## src/rtl/viterbi_channel_injector.sv

```systemverilog
// Channel-impairment stage between convolutional encoder and Viterbi decoder: registers each coded
// symbol and flips bits in periodic bursts and/or LFSR-random slots. Random mode needs INJ_RANDOM_EN.
module viterbi_channel_injector #(
  parameter int unsigned SYM_W     = 2,
  parameter int unsigned CNT_W     = 8,
  parameter logic [15:0] LFSR_SEED = 16'hACE1,
  parameter int unsigned ERR_W     = 16
) (
  input  logic             clk,
  input  logic             rst,
  input  logic [SYM_W-1:0] sym_i,
  input  logic             valid_i,
  input  logic [1:0]       mode_i,
  input  logic [CNT_W-1:0] period_i,
  input  logic [CNT_W-1:0] burst_len_i,
  input  logic [SYM_W-1:0] flip_mask_i,
  input  logic [7:0]       thresh_i,
  input  logic             clr_i,
  output logic [SYM_W-1:0] sym_o,
  output logic             valid_o,
  output logic             err_o,
  output logic [ERR_W-1:0] err_count_o
);

  logic [CNT_W-1:0] pos_q, pos_d;
  logic [CNT_W:0]   pos_inc;
  logic [SYM_W-1:0] sym_q, sym_d;
  logic             valid_q, err_q, err_d;
  logic [ERR_W-1:0] cnt_q, cnt_d;
  logic             per_hit, rnd_hit, hit;

  always_comb begin
    per_hit = 1'b0;
    if (period_i != '0 && burst_len_i != '0) begin
      // Burst covering the whole period would underflow the window start, so hit everything.
      if (burst_len_i >= period_i) per_hit = 1'b1;
      else if (pos_q >= period_i - burst_len_i) per_hit = 1'b1;
    end
  end

`ifdef INJ_RANDOM_EN
  logic [15:0] lfsr_q, lfsr_d;

  assign rnd_hit = lfsr_q[7:0] < thresh_i;

  always_comb begin
    lfsr_d = lfsr_q;
    if (valid_i) lfsr_d = {1'b0, lfsr_q[15:1]} ^ (lfsr_q[0] ? 16'hB400 : 16'h0000);
  end

  always_ff @(posedge clk or negedge rst) begin
    if (!rst) lfsr_q <= LFSR_SEED;
    else      lfsr_q <= lfsr_d;
  end

  always_comb begin
    hit = 1'b0;
    unique case (mode_i)
      2'b00: hit = 1'b0;
      2'b01: hit = per_hit;
      2'b10: hit = rnd_hit;
      2'b11: hit = per_hit | rnd_hit;
      default: hit = 1'b0;
    endcase
  end
`else
  logic unused_rnd;

  assign rnd_hit    = 1'b0;
  assign unused_rnd = ^{thresh_i, mode_i[1], rnd_hit, LFSR_SEED};
  // Without the LFSR, mode 10 collapses to bypass and 11 to periodic.
  assign hit        = mode_i[0] & per_hit;
`endif

  assign pos_inc = {1'b0, pos_q} + {{CNT_W{1'b0}}, 1'b1};

  always_comb begin
    pos_d = pos_q;
    sym_d = sym_q;
    err_d = 1'b0;
    cnt_d = cnt_q;
    if (valid_i) begin
      // Also wraps a pos left beyond a freshly shortened period.
      if (period_i == '0 || pos_inc >= {1'b0, period_i}) pos_d = '0;
      else pos_d = pos_inc[CNT_W-1:0];
      sym_d = sym_i ^ (hit ? flip_mask_i : '0);
      err_d = hit;
      if (hit && !(&cnt_q)) cnt_d = cnt_q + {{(ERR_W-1){1'b0}}, 1'b1};
    end
    if (clr_i) begin
      pos_d = '0;
      cnt_d = '0;
    end
  end

  always_ff @(posedge clk or negedge rst) begin
    if (!rst) begin
      pos_q   <= '0;
      sym_q   <= '0;
      valid_q <= 1'b0;
      err_q   <= 1'b0;
      cnt_q   <= '0;
    end else begin
      pos_q   <= pos_d;
      sym_q   <= sym_d;
      valid_q <= valid_i;
      err_q   <= err_d;
      cnt_q   <= cnt_d;
    end
  end

  assign sym_o       = sym_q;
  assign valid_o     = valid_q;
  assign err_o       = err_q;
  assign err_count_o = cnt_q;

endmodule
```

## config.mk

```make
export PLATFORM = sky130hd
export DESIGN_NAME = viterbi_channel_injector
export DESIGN_NICKNAME = d
export VERILOG_FILES = /design/src/rtl/viterbi_channel_injector.sv
export SDC_FILE = /design/constraint.sdc
export NUM_CORES = 1
export LEC_CHECK = 0
export CAP_MARGIN = 0
export CORE_MARGIN = 2
export CORE_UTILIZATION = 49
export DETAILED_ROUTE_END_ITERATION = 8
export PLACE_DENSITY = 0.86
export RECOVER_POWER = 100
export SLEW_MARGIN = 20
export SYNTH_ARGS = -nofsm -noshare
export SYNTH_HDL_FRONTEND = slang
export SYNTH_SLANG_ARGS = --single-unit
```

## constraint.sdc

```tcl
create_clock -name clk -period 6.4 [get_ports clk]
set_clock_uncertainty 0.05 [all_clocks]
set_input_delay 0.64 -clock clk [delete_from_list [all_inputs] [get_ports clk]]
set_output_delay 0.64 -clock clk [all_outputs]
set_load 0.005 [all_outputs]
```

# Word level (Yosys, flattened, before mapping)
# Cells that the tools add are included.
[classes] addsub=3 n_lt_le_gt_ge=3 mux=11 bitwise_logic=2 reduce_logical=11
[ops] op="16-bit two-way mux" n=3
[ops] op="8-bit two-way mux" n=3
[ops] op="16-bit by 1-bit adder with 16-bit output (second input constant)" n=1
[ops] op="8-bit greater-or-equal comparator" n=2
[ops] op="16-bit AND reduction" n=1
[ops] op="8-bit nonzero test" n=2
[ops] op="8-bit by 1-bit adder with 9-bit output (second input constant)" n=1
[ops] op="9-bit by 8-bit greater-or-equal comparator with 1-bit output" n=1
[ops] op="8-bit logical NOT" n=1
[ops] op="8-bit subtractor" n=1
[ops] op="1-bit two-way mux" n=4
[ops] op="2-bit nonzero test" n=2
[ops] op="1-bit logical AND" n=2
[ops] op="2-bit two-way mux" n=1
[ops] op="2-bit AND reduction" n=1
[ops] op="2-bit XOR" n=1
[ops] op="1-bit AND" n=1
[ops] op="1-bit logical NOT" n=1
[ops] op="1-bit logical OR" n=1
[totals] register_bits=28 in_bits=34 out_inout_bits=20 elab_cells=35

# Longest topological paths before layout
# Gate-level depths: netlist of the first run.
[logic_depth] ltp_word=10 ltp_mapped=18 depth_no_buf=16

# Least setup slack after synthesis of the first run
# OpenSTA, ideal clock, no wires.
[synth_path] kind="input -> register" startpoint="input port period_i[0]" endpoint="register cnt_q[5] (netlist: err_count_o[5])" setup_ns=0.078 t_arrival_ns=3.329 required_time_ns=6.272 slack_ns=2.943 path_stages=18 path_buffers=2 path_cell_list="inv_1 > ha_1 > inv_1 > fa_1 > nand3_1 > and2_1 > o21bai_1 > a21oi_1 > xor2_1 > ha_1 > and3_1 > o21ai_0 > o311ai_1 > a21oi_1 > buf_2 > buf_2 > o21ai_0 > a21oi_1"
[synth_via] elab_chain_cells=9 word_cells_on_any_way=12 cone_classes="add/sub: 1; order compare: 2; mux: 3; bitwise: 1; reduce/logical: 5"
[synth_rtl] item="start, declared" line="14" text="input logic [CNT_W-1:0] period_i,"
[synth_rtl] item="8-bit subtractor" line="37" text="else if (pos_q >= period_i - burst_len_i) per_hit = 1'b1;"
[synth_rtl] item="8-bit greater-or-equal comparator" line="37"
[synth_rtl] item="1-bit two-way mux" line="37"
[synth_rtl] item="1-bit two-way mux" line="36" text="if (burst_len_i >= period_i) per_hit = 1'b1;"
[synth_rtl] item="1-bit two-way mux (*)" line="34" text="if (period_i != '0 && burst_len_i != '0) begin"
[synth_rtl] item="1-bit AND (*)" line="72" text="assign hit = mode_i[0] & per_hit;"
[synth_rtl] item="1-bit logical AND (*)" line="88" text="if (hit && !(&cnt_q)) cnt_d = cnt_q + {{(ERR_W-1){1'b0}}, 1'b1};"
[synth_rtl] item="2-bit nonzero test (no source line) (*)"
[synth_rtl] item="2-bit AND reduction (no source line) (*)"
[synth_rtl] item="end signal, assigned" line="108" text="cnt_q <= cnt_d;"
[synth_rtl] item="end, declared" line="29" text="logic [ERR_W-1:0] cnt_q, cnt_d;"
# Mark *: on every way between the ends. The rest lies on a longest branch, timed or not.
# A chain may end at the register's enable or synchronous reset.

# Worst setup path after layout of the first run
[layout_path] startpoint="input port period_i[0]" endpoint="register cnt_q[7] (netlist: err_count_o[7])"
# The elaborated chain is that of the path after synthesis.

==> metrics.log, run 1 <==
INFO  metric status = complete, no violations
INFO  metric vdd.ir_drop.worst = 0.115 mV
INFO  metric postCtsSetupRepairBufs = 0
INFO  metric period_utilization = 0.780
INFO  metric top_layer = met4
INFO  metric multiInputGateArea = roughly 1500 µm²
INFO  metric finalWeightedCongestion = 0.900
INFO  metric power_leakage = 1.32 nW
INFO  metric drt_drc_violations_left = 0
INFO  metric yosys_warning_count = 0
INFO  metric via_density_per_instance = 6.06
INFO  metric stdcell_area = 2850 µm²
INFO  metric crit_path_cell_trace = dlygate4sd3_1 -> inv_1 -> ha_1 -> inv_1 -> fa_1 -> nand3_1 -> and2_0 -> o21bai_1 -> a21oi_1 -> xor2_1 -> ha_1 -> and3_1 -> o21ai_0 -> o311ai_0 -> a21oi_2 -> clkbuf_1 -> nor4_1 -> mux2_2
INFO  metric cts.reportedPaths.clkPinSlew = roughly 0.090 ns
INFO  metric diodes = 0
INFO  metric critical-path-max-stage-delay = 0.90 ns
INFO  metric post_cts_resize_count = 0
INFO  metric die_area = 5290 µm²
INFO  metric syn-mean-instance-area = around 8.6 µm²
INFO  metric worst_hold_path_type = reg2reg
INFO  metric netlist_area = 2320 µm²
INFO  metric drv.max_cap_violation_count = 0
INFO  metric grt_pass1_vias = 2167
INFO  metric drt_pre_antenna_iters = 4
INFO  metric synth_cell_type_count = 45
INFO  metric drt_iter0_markers = between 70 and 80
INFO  metric yosys.cell_count.top_type = sky130_fd_sc_hd__dfrtp_1
INFO  metric met1_wl = about 2.5 mm
INFO  metric rsz0062_at_grt = no
INFO  metric synth_top_cells_by_count = sky130_fd_sc_hd__dfrtp_1 (28), sky130_fd_sc_hd__ha_1 (26), sky130_fd_sc_hd__inv_1 (24)
INFO  metric synth.area.mux_share = 0.0189
INFO  metric synth-adder-area-share = 0.149
INFO  metric drive_gt1_frac = 0.0485
INFO  metric end_kind = register
INFO  metric power_frac_clock = 0.257
INFO  metric yosys.area_share.xor_xnor = 0.0454
INFO  metric number_of_slew_limit_violations_in_the_final_report = 0
INFO  metric cts_buffer_depth = 2
INFO  metric worst_path_max_delay_cell = sky130_fd_sc_hd__clkbuf_1
INFO  metric finish_stage_setup_viols = 0
INFO  metric fp-row-count = 25
INFO  metric dp_hpwl = ~4.3 mm
INFO  metric internal-power = around 0.3 mW
INFO  metric wire_per_inst = 15.5 µm
INFO  metric initial_utilization = 0.500
INFO  metric slew_at_the_pin_closest_to_its_max_slew_limit = 1.49 ns
INFO  metric combPwrFrac = 0.285
INFO  metric tritoncts_clock_tree = yes
INFO  metric route.met2.wl = about 2.8 mm
INFO  metric placed_cell_area = 2800 µm²
INFO  metric grt.overflow.total = 0
INFO  metric finalHoldViolCount = 0
INFO  metric die_h = 72.8 µm
INFO  metric floorplan.io_pins = 54
INFO  metric max_freq = between 200 and 250 MHz
INFO  metric path_max_fanout = 32
INFO  metric async_set_or_reset_flop_fraction_in_the_synthesized_netlist = 1.00
INFO  metric fill_cells = between 400 and 500
INFO  metric grt_pass1_wl = 9.72 mm
INFO  metric netlist.top_cell.by_area = sky130_fd_sc_hd__dfrtp_1
INFO  metric setup.worst_path.start_class = primary input
INFO  metric post-synth-top-area-fraction = 0.303
INFO  metric drt.antenna.violating_nets = 0
INFO  metric postRouteWirelength = 5.63 mm
INFO  metric required = 6.51 ns
INFO  metric final.setup.tns = 0 ns
INFO  metric io_buffer_count = 44
INFO  metric layout_min_cycle_time = 4.99 ns
INFO  metric postSynthNetCount = 329
INFO  metric switching_power = about 0.12 mW
INFO  metric clk_latency = 0.27 ns
INFO  metric initial_antenna_violation_count = 0
INFO  metric maximum_number_of_pins_on_one_net_before_global_route_repair = 33
INFO  metric cts.hold.buffers_added = 0
INFO  metric numCtsBuffers = 3
INFO  metric ys_seq_elements = 28
INFO  metric synth-edff-count = 0
INFO  metric syn_inst = 268
INFO  metric synth_area_leaders = sky130_fd_sc_hd__dfrtp_1 (30%), sky130_fd_sc_hd__ha_1 (14%), sky130_fd_sc_hd__a21oi_1 (3.9%)
INFO  metric area_delta_synth_final = 23.1%
INFO  metric portion_of_the_post_synthesis_area_used_by_sequential_elements = 0.303
INFO  metric sequentialPowerShare = 0.457
INFO  metric nNetsFinal = 371
INFO  metric design.core.area = 4630 µm²
INFO  metric power.density_cell_area = 146 nW/µm²
INFO  metric total_global_route_track_usage = 0.229
INFO  metric area.sequential = 701 µm²
INFO  metric timing.setup.critical_path_class = in2reg
INFO  metric clkSinkCount = 28
INFO  metric die_w = approximately 73 µm
INFO  metric synth-compound-area-share = 0.174
INFO  metric synth_simple_gate_area_frac = 0.254
INFO  metric clock_tree.htree_level_count = 1
INFO  metric cts_root_buffer = sky130_fd_sc_hd__clkbuf_8
INFO  metric vias = 2199
INFO  metric max-slew-margin-rel = 0.00443
INFO  metric combinational_family_with_the_most_area_after_synthesis = simple AND/OR/NAND/NOR gates
INFO  metric sw_frac_of_total = 0.294
INFO  metric detailroute.wirelength.met3 = 264 µm
INFO  metric ys_dominant_reg_cell = sky130_fd_sc_hd__dfrtp_1
INFO  metric critical_path_arrival = 5.10 ns
-- path summary, 6_finish.rpt --
check | start | to | cells past startpoint | slack, ns
setup / recovery | period_i[0] | err_count_o[7] | 18 | 1.41
setup reg to reg | pos_q[0] | err_count_o[7] | 9 | 3.22
hold / removal | sym_o[0] | sym_o[0] | 2 | 0.49
hold reg to reg | sym_o[0] | sym_o[0] | 2 | 0.49
min in group asynchronous | rst | sym_o[1] | 2 | 1.21
max in group asynchronous | rst | err_count_o[1] | 2 | 4.23
-- sequential cells by signal (all words and copies together) (netlist names) --
register     flops
err_o            1
valid_o          1
err_count_o     16
sym_o            2
pos_q            8
-- metrics by stage --
step	hold slack, ns	power [mW]	instances	util	worst slack, ns
global route	0.532	0.444	363	0.616	1.12
finish	0.494	0.415	363	0.616	1.41
detailed placement	0.489	0.314	359	0.606	1.92
CTS	0.502	0.424	363	0.618	2.19
global placement	0.483	0.308	359	0.606	2.04
floorplan	0.294	0.267	268	-	2.94
-- layout make-up --
type / instances / share of cell area
inverters: 24 / 0.0316
repair buffers: 46 / 0.157
clock buffers: 4 / 0.0193
well taps: 54 / 0.0237
flip-flops and latches: 28 / 0.246
multi-input cells: 207 / 0.523
-- cell usage in the layout (no fill, tap or decap), types with 2 or more instances in the layout --
master                            count
sky130_fd_sc_hd__xnor2_1              8
sky130_fd_sc_hd__clkdlybuf4s50_1     21
sky130_fd_sc_hd__a22o_1               4
sky130_fd_sc_hd__or4_1                7
sky130_fd_sc_hd__nand2_1             12
sky130_fd_sc_hd__nand3_1             12
sky130_fd_sc_hd__ha_1                26
sky130_fd_sc_hd__a211o_1              2
sky130_fd_sc_hd__nand2b_1             6
sky130_fd_sc_hd__a21o_1               6
sky130_fd_sc_hd__nor2b_1              4
sky130_fd_sc_hd__and2_1               2
sky130_fd_sc_hd__mux2_2               3
sky130_fd_sc_hd__o31ai_1              5
sky130_fd_sc_hd__nor2_1              13
sky130_fd_sc_hd__nor3b_1              2
sky130_fd_sc_hd__inv_1               24
sky130_fd_sc_hd__o21ai_0              9
sky130_fd_sc_hd__or3_1                8
sky130_fd_sc_hd__a21oi_1             17
sky130_fd_sc_hd__a211oi_1             2
sky130_fd_sc_hd__a31oi_1              6
sky130_fd_sc_hd__clkbuf_1             2
sky130_fd_sc_hd__nor3_1               5
sky130_fd_sc_hd__nor4_1               7
sky130_fd_sc_hd__clkbuf_8             4
sky130_fd_sc_hd__nand4_1             12
sky130_fd_sc_hd__o21ba_2              2
sky130_fd_sc_hd__and3_1               7
sky130_fd_sc_hd__xor2_1               4
sky130_fd_sc_hd__dfrtp_1             28
sky130_fd_sc_hd__dlygate4sd3_1       23
-- layer usage --
metal  global-route usage  up-vias
met1                0.297     1048
met4               0.0802        0
met2                0.396       64
li1                     -     1075
met5                    0        -
met3               0.0249       12
-- worst max-delay path: cells and delay by family --
kind	cells	cell delay [ns]
buffers and inverters	4	1.64
adder cells (fa/ha/maj)	3	0.82
AO/OA/AOI/OAI	5	0.73
AND/OR/NAND/NOR	4	0.73
multiplexers	1	0.34
XOR/XNOR	1	0.20
-- cells by family (layout without fill, tap and decap cells) --
group | Yosys count | in the layout
AOI/OAI and AO/OA | 61 | 61
xor gates and xnor gates | 12 | 12
adders and majority gates | 27 | 27
buffers and inverters | 33 | 74
DFF | 28 | 28
muxes | 4 | 4
and+or+nand+nor | 103 | 103
-- power by group through the flow --
stage	Sequential [mW]	Combinational (mW)	Clock [mW]
finish	0.190	0.119	0.107
global route	0.191	0.134	0.118
CTS	0.190	0.122	0.112
detailed placement	0.194	0.121	0
global placement	0.194	0.115	0
floorplan	0.192	0.0745	0
Power figures use the tool's default switching activity.
==> run 2, diff against run 1 <==
==> constraint.sdc (replaced) <==
create_clock -name clk -period 4.93 [get_ports clk]
set_clock_uncertainty 0.05 [all_clocks]
set_input_delay 0.493 -clock clk [delete_from_list [all_inputs] [get_ports clk]]
set_output_delay 0.493 -clock clk [all_outputs]
set_load 0.005 [all_outputs]
==> run 2 against run 1 <==
Effect of this change: the flow now finishes with violations (max-capacitance violations, max-slew violations); first-iteration DRC count shrank 13%; sequential share of layout area is essentially flat; worst hold slack lost 0.0056 ns; flip-flop and latch count is the same; die area is the same; sequential power grew 30%; critical path depth is the same; global-route usage grew 0.12 points; via count grew 1.1%; clock-buffer cell count is the same; total power grew 31%.
==> metrics.log, run 2 (synthesis gave the netlist of run 1 again) <==
INFO  metric clkSinkCount = 28
INFO  metric timing.hold.ws = 0.488 ns
INFO  metric sw_frac_of_total = 0.299
INFO  metric layout_min_cycle_time = 4.19 ns
INFO  metric finalWeightedCongestion = 0.893
INFO  metric grt_pass1_wl = ~10 mm
INFO  metric die_w = 72.8 µm
INFO  metric cts_buffer_depth = 2
INFO  metric drv.max_cap_violation_count = 1
INFO  metric vias = 2223
INFO  metric finish_stage_setup_viols = 0
INFO  metric layout_commonest_cell = sky130_fd_sc_hd__dfrtp_1
INFO  metric drt_pre_antenna_iters = 4
INFO  metric max-slew-margin-rel = -0.0192
INFO  metric rsz0062_at_grt = no
INFO  metric post_cts_resize_count = 0
INFO  metric final.setup.tns = 0 ns
INFO  metric cts.reportedPaths.clkPinSlew = 0.09 ns
INFO  metric grt_pass1_vias = about 2200
INFO  metric design.core.area = around 4600 µm²
INFO  metric tritoncts_clock_tree = yes
INFO  metric path_max_fanout = 32
INFO  metric numCtsBuffers = 3
INFO  metric postRouteWirelength = between 5 and 6 mm
INFO  metric worst_hold_path_type = reg2reg
INFO  metric fp-row-count = 25
INFO  metric max_freq = 239 MHz
INFO  metric cts.hold.buffers_added = 0
INFO  metric initial_antenna_violation_count = 0
INFO  metric end_kind = register
INFO  metric wire_per_inst = 15.7 µm
INFO  metric nNetsFinal = 371
INFO  metric sequentialPowerShare = 0.454
INFO  metric power_leakage = about 1.3 nW
INFO  metric diodes = 0
INFO  metric finalHoldViolCount = 0
INFO  metric drt_iter0_markers = 62
INFO  metric layout_setup_ws = 0.738 ns
INFO  metric die_area = about 5300 µm²
INFO  metric maximum_number_of_pins_on_one_net_before_global_route_repair = 33
INFO  metric power_frac_clock = 0.261
INFO  metric drt_drc_violations_left = 0
INFO  metric slew_at_the_pin_closest_to_its_max_slew_limit = 1.53 ns
INFO  metric area_delta_synth_final = 23.3%
INFO  metric cts_root_buffer = sky130_fd_sc_hd__clkbuf_8
INFO  metric vdd.ir_drop.worst = about 0.14 mV
INFO  metric drive_gt1_frac = 0.0518
INFO  metric failed_checks = max-capacitance violations, max-slew violations
INFO  metric dp_hpwl = 4.23 mm
INFO  metric drt.antenna.violating_nets = 0
INFO  metric floorplan.io_pins = 54
INFO  metric period_utilization = 0.850
INFO  metric clock_tree.htree_level_count = 1
INFO  metric setup.worst_path.start_class = primary input
INFO  metric pre_cts_ws = ~0.63 ns
INFO  metric critical_path_arrival = 4.31 ns
INFO  metric number_of_slew_limit_violations_in_the_final_report = 29
INFO  metric io_buffer_count = 44
INFO  metric largest_register_ffs = 16
INFO  metric via_density_per_instance = 6.12
INFO  metric grt.overflow.total = 0
INFO  metric clk_latency = 0.27 ns
INFO  metric required = just over 5 ns
INFO  metric initial_utilization = 0.500
INFO  metric status = finished, violations left
INFO  metric combPwrFrac = 0.285
INFO  metric total_global_route_track_usage = 0.230
INFO  metric layout_common_cells = sky130_fd_sc_hd__dfrtp_1 (28), sky130_fd_sc_hd__ha_1 (26), sky130_fd_sc_hd__inv_1 (24), sky130_fd_sc_hd__dlygate4sd3_1 (23), sky130_fd_sc_hd__clkdlybuf4s50_1 (21)
INFO  metric switching_power = 0.163 mW
INFO  metric die_h = 72.8 µm
INFO  metric timing.setup.critical_path_class = in2reg
INFO  metric postCtsSetupRepairBufs = 0
INFO  metric power.density_cell_area = 191 nW/µm²
INFO  metric internal-power = 0.381 mW
run 2: cell types whose count changed in the layout (fill, tap and decap cells not counted):
cell / previous run / this run
sky130_fd_sc_hd__buf_4: 0 / 1
sky130_fd_sc_hd__clkbuf_1: 2 / 1
run 2: worst max-delay path: stages:
cell and delay [ns]:
sky130_fd_sc_hd__dlygate4sd3_1 0.61, sky130_fd_sc_hd__inv_1 0.08, sky130_fd_sc_hd__ha_1 0.14, sky130_fd_sc_hd__inv_1 0.06, sky130_fd_sc_hd__fa_1 0.40, sky130_fd_sc_hd__nand3_1 0.12, sky130_fd_sc_hd__and2_0 0.23, sky130_fd_sc_hd__o21bai_1 0.08
sky130_fd_sc_hd__a21oi_1 0.17, sky130_fd_sc_hd__xor2_1 0.09, sky130_fd_sc_hd__ha_1 0.31, sky130_fd_sc_hd__and3_1 0.15, sky130_fd_sc_hd__o21ai_0 0.09, sky130_fd_sc_hd__o311ai_0 0.13, sky130_fd_sc_hd__a21oi_2 0.05, sky130_fd_sc_hd__buf_4 0.24
sky130_fd_sc_hd__nor4_1 0.47, sky130_fd_sc_hd__mux2_2 0.39
run 2: layer usage:
metal  up-vias  global-route usage  wire length, µm
met5         -                   0                0
met4         0              0.0823              104
met3        10              0.0221              319
met2        75               0.391             2760
met1      1059               0.306             2510
li1       1079                   -                -
run 2: area by class of cell:
class	count	area, µm²
clock buffers	4	55.1
fillers	392	1770
inverters	24	90.1
multi-input cells	207	1490
flip-flops and latches	28	701
well taps	54	67.6
repair buffers	46	452
run 2: through the flow:
step,cells,util,power (mW),cell area (µm²)
2_1_floorplan,268,-,0.346,2320
3_3_place_gp,359,0.606,0.401,2800
3_5_place_dp,359,0.606,0.408,2800
4_1_cts,363,0.618,0.550,2860
5_1_grt,363,0.617,0.578,2860
6_report,363,0.617,0.544,2860
run 2: final timing paths:
path / slack [ns] / start / depth (start not counted) / to
max reg2reg: 1.72 / pos_q[2] / 10 / pos_q[6]
max in group asynchronous: 2.88 / rst / 2 / err_count_o[14]
min reg2reg: 0.49 / sym_o[0] / 2 / sym_o[0]
min: 0.49 / sym_o[0] / 2 / sym_o[0]
min in group asynchronous: 1.06 / rst / 2 / valid_o
max: 0.74 / period_i[0] / 18 / err_count_o[0]
run 2: power by group through the flow:
stage | Clock [mW] | Combinational (mW) | Sequential [mW]
detailed placement | 0 | 0.156 | 0.252
finish | 0.142 | 0.155 | 0.247
floorplan | 0 | 0.0967 | 0.249
global placement | 0 | 0.150 | 0.251
CTS | 0.145 | 0.158 | 0.247
global route | 0.154 | 0.175 | 0.249
==> run 3, diff against run 2 <==
--- a/config.mk
+++ b/config.mk
@@ -8,6 +8,7 @@
 export CAP_MARGIN = 0
 export CORE_MARGIN = 2
 export CORE_UTILIZATION = 49
+export CTS_CLUSTER_DIAMETER = 50
 export DETAILED_ROUTE_END_ITERATION = 8
 export PLACE_DENSITY = 0.86
 export RECOVER_POWER = 100
==> results of run 3 <==
The final DEF is identical to that of run 2; final timing and power are the same.
